`config.mk`:
```
export PLATFORM = sky130hd
export DESIGN_NAME = pdm_decimator
export DESIGN_NICKNAME = d
export VERILOG_FILES = /design/src/rtl/pdm_decimator.sv
export SDC_FILE = /design/constraint.sdc
export NUM_CORES = 1
export LEC_CHECK = 0
export ABC_AREA = 1
export ABC_CLOCK_PERIOD_IN_PS = 2200
export CAP_MARGIN = 20
export CORE_MARGIN = 5
export CORE_UTILIZATION = 35
export CTS_CLUSTER_DIAMETER = 60
export DETAILED_ROUTE_END_ITERATION = 7
export DONT_BUFFER_PORTS = 1
export PLACE_DENSITY = 0.56
export SETUP_SLACK_MARGIN = 0.4
export SLEW_MARGIN = 20
export SYNTH_ARGS = -nofsm -noshare
export SYNTH_HDL_FRONTEND = slang
export SYNTH_SLANG_ARGS = --single-unit
```
`constraint.sdc`:
```
create_clock -name clk -period 2.2 [get_ports clk]
set_input_delay 0.66 -clock clk [delete_from_list [all_inputs] [get_ports clk]]
set_output_delay 0.66 -clock clk [all_outputs]
set_load 0.1 [all_outputs]
```
`src/rtl/pdm_decimator.sv`:
```
// PDM decimator: counts ones over a window of 2^DECIM_LOG2 enabled cycles and
// presents one saturated sample per window on a valid/ready output with sticky overrun.
module pdm_decimator #(
    parameter int DECIM_LOG2 = 5
) (
    input  logic                  clk,
    input  logic                  reset_n,
    input  logic                  pdm_in,
    input  logic                  enable,
    output logic [DECIM_LOG2-1:0] sample_out,
    output logic                  sample_valid,
    input  logic                  sample_ready,
    output logic                  overrun
);

    localparam int W = DECIM_LOG2;
    localparam logic [W-1:0] PHASE_LAST = '1;
    localparam logic [W-1:0] PHASE_ONE  = W'(1);

    logic [W-1:0] r_phase;
    logic [W:0]   r_ones;
    logic [W-1:0] r_sample;
    logic         r_valid;
    logic         r_overrun;

    logic         w_complete;
    logic [W:0]   w_total;
    logic [W-1:0] w_sat;

    assign w_complete = enable && (r_phase == PHASE_LAST);
    assign w_total    = r_ones + {{W{1'b0}}, pdm_in};
    // Only an all-ones window reaches 2^W; clamp it to the largest W-bit code.
    assign w_sat      = w_total[W] ? '1 : w_total[W-1:0];

    // NOTE: sequential state uses non-blocking assignments so every register
    // samples pre-edge values regardless of statement order in this block.
    always_ff @(posedge clk) begin
        if (!reset_n) begin
            r_phase   <= '0;
            r_ones    <= '0;
            r_sample  <= '0;
            r_valid   <= 1'b0;
            r_overrun <= 1'b0;
        end else begin
            if (enable) begin
                if (w_complete) begin
                    r_phase <= '0;
                    r_ones  <= '0;
                end else begin
                    r_phase <= r_phase + PHASE_ONE;
                    r_ones  <= w_total;
                end
            end

            if (w_complete) begin
                r_sample <= w_sat;
                r_valid  <= 1'b1;
                if (r_valid && !sample_ready) begin
                    r_overrun <= 1'b1;
                end
            end else if (r_valid && sample_ready) begin
                r_valid <= 1'b0;
            end
        end
    end

    assign sample_out   = r_sample;
    assign sample_valid = r_valid;
    assign overrun      = r_overrun;

endmodule

```
==> run summary, run 1 <==
Final setup violation count -> 0
Fill cells -> 253
Count of final max-slew check failures -> 0
RSZ-0062 raised after global routing -> false
MaxCap Viol Count -> 0
Leading area contributor after synthesis -> dfxtp_1
Die height -> 59.0 um
Full die area -> 0.00348 mm^2
Skew-Pair Late Insertion Delay -> 0.29 ns
Worst setup path class -> register to register
Post-synth top area share -> 42.9%
CP max-delay cell -> dfxtp_1
Final setup margin -> 0.502 ns
Worst Skew -> 0.00505 ns
Initial Utilization -> 37.3%
Htree depth -> 1
Most frequent cells after synthesis -> nand2_1, dfxtp_1, nor2_1
Clock Sinks -> 18
Synth Area in XOR/XNOR -> 1.04%
Utilization after layout -> 42.3%
Most numerous cell in the Yosys netlist -> nand2_1
GR Util met3 -> 3.27%
Post-Place Worst Slack -> 0.482 ns
FMAX -> 0.589 GHz
Minimum clock period -> 1.70 ns
Reg-to-Reg End -> sample_out[1]$_SDFFE_PN0P_
Syn nets -> 124
Delay of the slowest cell on the worst path -> 0.40 ns
Most used cell, CP -> inv_1
Vias post-DR -> 749
CTS tree -> done
CTS max path bufs -> 2
Vias in the first global route -> 709
Post-DP HPWL -> 1320 um
Grt met2 use -> 18.8%
IO buf count -> 0
Hold Fails Final Rpt -> 0
DIE WIDTH -> 59.0 um
Post-synthesis mux area share -> 0%
Area delta synth->final -> 13.4%
Placed cell count -> 150
Synth Area in Adders -> 5.95%
Congestion Overflow GR -> 0
CP endpoint kind -> register
Synthesized flop and latch total -> 18
Tot GR Track Use -> 10.5%
Post-CTS setup buffers -> 0
WL per Instance -> 11.4 um
Largest family of logic cells by synthesized area -> simple AND/OR/NAND/NOR gates
Worst Tran Pin Value -> 0.294 ns
Pre-Repair DR Iteration Count -> 4
Max Fanout on Critical Path -> 6
Vias per inst -> 4.90
R2R depth -> 8
CP required -> 2.39 ns
Met1 global-route usage -> 12.0%
GR peak layer -> met2
Asr flop ratio synth -> 0%
Total CTS buffers -> 3
GP Congestion -> 0.850
Post-Route WL -> 1740 um
LEAKAGE -> 0.411 nW
Synth unique cells -> 20
# diodes -> 0
Fin cells -> 153
Initial antenna violation count -> 0
DR iter-0 viols -> 35
Mapped Avg Cell Area -> 7.31 um^2
Syn Std Cell Area -> 841 um^2
Io pins -> 12
Main area contributors after synthesis -> dfxtp_1, nand2_1, ha_1
Post-synth EDFFs -> 0
Setup Total Neg Slack -> 0 ns
Synth Area in Compound Gates -> 13.1%
CP cell instances -> ha_1 > inv_1 > nor3_1 > ha_2 > nand2_2 > or2_0 > o21bai_1 > inv_1
Share of post-route cells with drive strength above 1 -> 12.8%
Final ANT Viol Nets -> 0
R2R Setup Slk -> 0.50 ns
Nets -> 136
Drt drc -> 0
Outcome -> finished, final reports clean
Sequential share of the synthesized area -> 42.9%
Final period util -> 77.2%
First-pass GRT wire length -> 2880 um
Core ar. -> 0.00225 mm^2
YS warnings -> 0
Critical path capture point -> sample_out[1]$_SDFFE_PN0P_
R2r startpoint -> r_phase[1]$_SDFFE_PN0P_
Crit path arrival time -> 1.89 ns
Peak VDD IR -> 0.000262 V
Clock root cell -> clkbuf_4
CP Launch Point -> r_phase[1]$_SDFFE_PN0P_
Cell count after synthesis -> 115
Largest net degree at the start of global routing -> 11
Relative slew slack -> 80.3%
Simple logic cell fraction of the synthesized area -> 30.8%
Reg clk slew, reported paths -> 0.10 ns
Core Rows -> 17
Ys flop type -> dfxtp_1
Startpoint Class -> register
Pwr Density -> 552 mW/mm^2
Worst Hold Class -> register to register
==> area by class of cell <==
class                   instances  area (um^2)  area share, %
multi-input cells              83          430           45.1
flip-flops and latches         18          360           37.8
repair buffers                  7         52.6           5.51
inverters                      14         52.6           5.51
well taps                      28         35.0           3.67
clock buffers                   3         22.5           2.36
==> layer usage <==
layer / part of all wire [%] / up-vias / routed length, um
met5: 0 / - / 0
met2: 47 / 14 / 810
met1: 48 / 338 / 833
met3: 5.4 / 0 / 93
li1: - / 397 / -
met4: 0 / 0 / 0
==> how the worst min path moves through the flow <==
stage | start | endpoint | slack, ns | cells after the start
after detailed placement | r_phase[4]$_SDFFE_PN0P_ | r_phase[4]$_SDFFE_PN0P_ | 0.47 | 2
after global placement | r_phase[4]$_SDFFE_PN0P_ | r_phase[4]$_SDFFE_PN0P_ | 0.46 | 2
after global routing | reset_n | r_phase[1]$_SDFFE_PN0P_ | 0.49 | 2
after floorplan | r_ones[0]$_SDFFE_PN0P_ | r_ones[0]$_SDFFE_PN0P_ | 0.45 | 2
final | r_phase[4]$_SDFFE_PN0P_ | r_phase[4]$_SDFFE_PN0P_ | 0.49 | 2
after CTS | reset_n | r_phase[1]$_SDFFE_PN0P_ | 0.48 | 2
==> repair_timing <==
item,4_1_cts,5_1_grt
hold buffers,0,0
setup endpoints to repair,0,3
resized for setup,0,1
==> sequential cells by signal (all words and copies together) (netlist names) <==
name,flops
overrun,1
r_ones,6
r_phase,5
sample_out,5
sample_valid,1
==> cell usage in the layout, fill, tap and decap left out <==
master / n
o21ai_0: 5
nor2_4: 1
ha_2: 1
xor2_1: 1
a31oi_1: 2
nand4_1: 1
nand3_1: 8
dfxtp_1: 18
nand2_2: 2
inv_1: 11
inv_2: 2
nand3b_1: 1
buf_4: 7
nor2_1: 12
o21bai_1: 3
ha_1: 3
o21ai_1: 1
nor3_1: 6
or2_0: 2
clkinv_1: 1
nand2_1: 25
clkbuf_4: 3
a21oi_1: 9
==> power breakdown <==
part	leakage [nW]	switching, W	total [W]	internal, W
registers	0.146	0.00000535	0.000337	0.000331
clock network	0.0138	0.0000991	0.000163	0.0000636
logic	0.251	0.0000180	0.0000271	0.00000909
==> logic make-up (layout without fill, tap and decap cells) <==
group | Yosys count | count (layout)
AND/OR/NAND/NOR | 58 | 58
AO/OA/AOI/OAI | 20 | 20
buffers and inverters | 14 | 24
flip-flops | 18 | 18
XOR/XNOR | 1 | 1
adder cells (fa/ha/maj) | 4 | 4
==> per-stage QoR <==
stage / total power (W) / hold WS, ns / area [um^2]
6_report: 0.000526 / 0.487 / 953
5_1_grt: 0.000554 / 0.493 / 953
3_5_place_dp: 0.000372 / 0.470 / 928
4_1_cts: 0.000536 / 0.479 / 951
2_1_floorplan: 0.000364 / 0.448 / 841
3_3_place_gp: 0.000371 / 0.458 / 928
==> critical path: cells and delay by family (launching register included) <==
family	cells	cell delay [ns]
fa+ha+maj	2	0.44
flops	1	0.40
compound gates	1	0.15
buf+inv	2	0.11
simple gates	3	0.50
Power figures use the tool's default switching activity.
==> inputs of run 2 (changes only) <==
--- a/config.mk
+++ b/config.mk
@@ -6,7 +6,7 @@
 export NUM_CORES = 1
 export LEC_CHECK = 0
 export ABC_AREA = 1
-export ABC_CLOCK_PERIOD_IN_PS = 2200
+export ABC_CLOCK_PERIOD_IN_PS = 1800
 export CAP_MARGIN = 20
 export CORE_MARGIN = 5
 export CORE_UTILIZATION = 35
==> constraint.sdc (replaced) <==
create_clock -name clk -period 1.8 [get_ports clk]
set_input_delay 0.54 -clock clk [delete_from_list [all_inputs] [get_ports clk]]
set_output_delay 0.54 -clock clk [all_outputs]
set_load 0.1 [all_outputs]
==> run 2 against run 1 <==
  * Clock-buffer cell count up 1
  * Sequential power up 20%
  * Clock power up 55%
  * Critical path depth unchanged
  * Register-to-register slack worse by 0.19 ns
  * Sequential share of layout area down 2.0 points
  * Core utilization up 6.0 points
==> run summary, run 2 (same netlist as run 1, synthesis figures left out) <==
Pwr Density -> 644 mW/mm^2
CP required -> 2.00 ns
Core Rows -> 17
Placed cell count -> 144
R2R depth -> 8
Skew-Pair Late Insertion Delay -> 0.29 ns
IO buf count -> 0
Worst Hold Class -> input port to register
GP Congestion -> 0.729
Fin cells -> 151
Peak VDD IR -> 0.000346 V
Post-DP HPWL -> 1300 um
Io pins -> 12
Startpoint Class -> register
Tot GR Track Use -> 12.1%
Share of post-route cells with drive strength above 1 -> 33.3%
Setup Total Neg Slack -> 0 ns
Pre-Repair DR Iteration Count -> 4
Htree depth -> 1
Largest net degree at the start of global routing -> 11
Reg with most FFs -> r_ones
Fill cells -> 243
Worst setup path class -> register to register
Final setup violation count -> 0
Commonest non-fill, non-tap cell in the layout -> nand2_1
Full die area -> 0.00348 mm^2
Total Power -> 0.000702 W
MaxCap Viol Count -> 0
Congestion Overflow GR -> 0
Drt drc -> 0
Nets -> 133
Final ANT Viol Nets -> 0
Hold Path Depth -> 2
CP endpoint kind -> register
Sequential cell area -> 390 um^2
Worst Tran Pin Value -> 0.336 ns
Start point of the worst min-delay path -> reset_n
First-pass GRT wire length -> 3220 um
Reg clk slew, reported paths -> 0.11 ns
Area delta synth->final -> 29.6%
CTS tree -> done
Hold Fails Final Rpt -> 0
Die height -> 59.0 um
Reg-to-Reg End -> sample_out[0]$_SDFFE_PN0P_
Vias per inst -> 5.23
RSZ-0062 raised after global routing -> true
CTS max path bufs -> 2
Most frequent cells in the layout -> nand2_1, nor2_1, inv_1
Vias post-DR -> 789
WL per Instance -> 13.1 um
R2R Setup Slk -> 0.31 ns
Core ar. -> 0.00225 mm^2
Minimum clock period -> 1.49 ns
Clock root cell -> clkbuf_4
Worst hold endpoint -> r_phase[1]$_SDFFE_PN0P_
Vias in the first global route -> 710
Post-Route WL -> 1980 um
Final period util -> 82.8%
Crit path arrival time -> 1.69 ns
Worst Skew -> 0.00150 ns
Clock Sinks -> 18
Outcome -> finished, final reports clean
LEAKAGE -> 0.435 nW
Total CTS buffers -> 3
DIE WIDTH -> 59.0 um
Initial antenna violation count -> 0
Max Fanout on Critical Path -> 6
R2r startpoint -> r_phase[0]$_SDFFE_PN0P_
Relative slew slack -> 77.5%
CTS Hold Bufs -> 0
Max reg flops -> 6
DR iter-0 viols -> 17
Initial Utilization -> 37.3%
FMAX -> 0.671 GHz
Count of final max-slew check failures -> 0
Multi-input gate area in the final layout -> 522 um^2
# diodes -> 0
==> run 2: repair_timing <==
| item | 4_1_cts | 5_1_grt |
|---|---|---|
| setup buffers | 2 | 1 |
| cloned | 0 | 0 |
| pin swaps | 1 | 14 |
| resized for setup | 12 | 21 |
| endpoints found under the setup margin | 13 | 22 |
==> run 2: where the power goes <==
part | switching [W] | internal, W | leakage, nW
Clock | 0.000129 | 0.000123 | 0.0210
Combinational | 0.0000274 | 0.0000182 | 0.262
Sequential | 0.00000726 | 0.000396 | 0.152
==> run 2: cell type report <==
| class | instances | share of cell area [%] |
|---|---|---|
| Multi-Input combinational cell | 83 | 47.9 |
| Inverter | 14 | 5.51 |
| Tap cell | 28 | 3.21 |
| Sequential cell | 18 | 35.8 |
| Timing Repair Buffer | 4 | 4.25 |
| Clock buffer | 4 | 3.33 |
==> run 2: stage by stage <==
step	setup slack (ns)	util, %	area, um^2	hold WS [ns]
2_1_floorplan	0.329	-	876	0.451
3_3_place_gp	0.230	40.7	918	0.463
3_5_place_dp	0.247	40.7	918	0.470
4_1_cts	0.346	44.6	1010	0.350
5_1_grt	0.233	48.3	1090	0.359
6_report	0.309	48.3	1090	0.358
==> run 2: worst max path at each step <==
stage	from	endpoint	slack (ns)	cells past startpoint
after floorplan	pdm_in	sample_out[1]$_SDFFE_PN0P_	0.33	5
after global placement	pdm_in	sample_out[1]$_SDFFE_PN0P_	0.23	5
after detailed placement	pdm_in	sample_out[1]$_SDFFE_PN0P_	0.25	5
after CTS	r_phase[0]$_SDFFE_PN0P_	sample_out[0]$_SDFFE_PN0P_	0.35	8
after global routing	r_phase[0]$_SDFFE_PN0P_	sample_out[0]$_SDFFE_PN0P_	0.23	8
final	r_phase[0]$_SDFFE_PN0P_	sample_out[0]$_SDFFE_PN0P_	0.31	8
==> run 2: metal layers <==
layer	track usage (%)	vias to the layer above	share of wire, %	routed length [um]
li1	-	397	-	-
met1	13.7	368	41	809
met2	21.0	22	52	1030
met3	5.23	2	6.5	129
met4	2.91	0	0.61	12
met5	0	-	0	0
==> run 2: worst max-delay path: stages (launching register included) <==
cell	delay (ns)
dfxtp_4	0.38
ha_4	0.15
inv_4	0.04
nor3_4	0.16
ha_4	0.19
nand2_4	0.08
or2_0	0.21
o21bai_1	0.13
inv_1	0.05
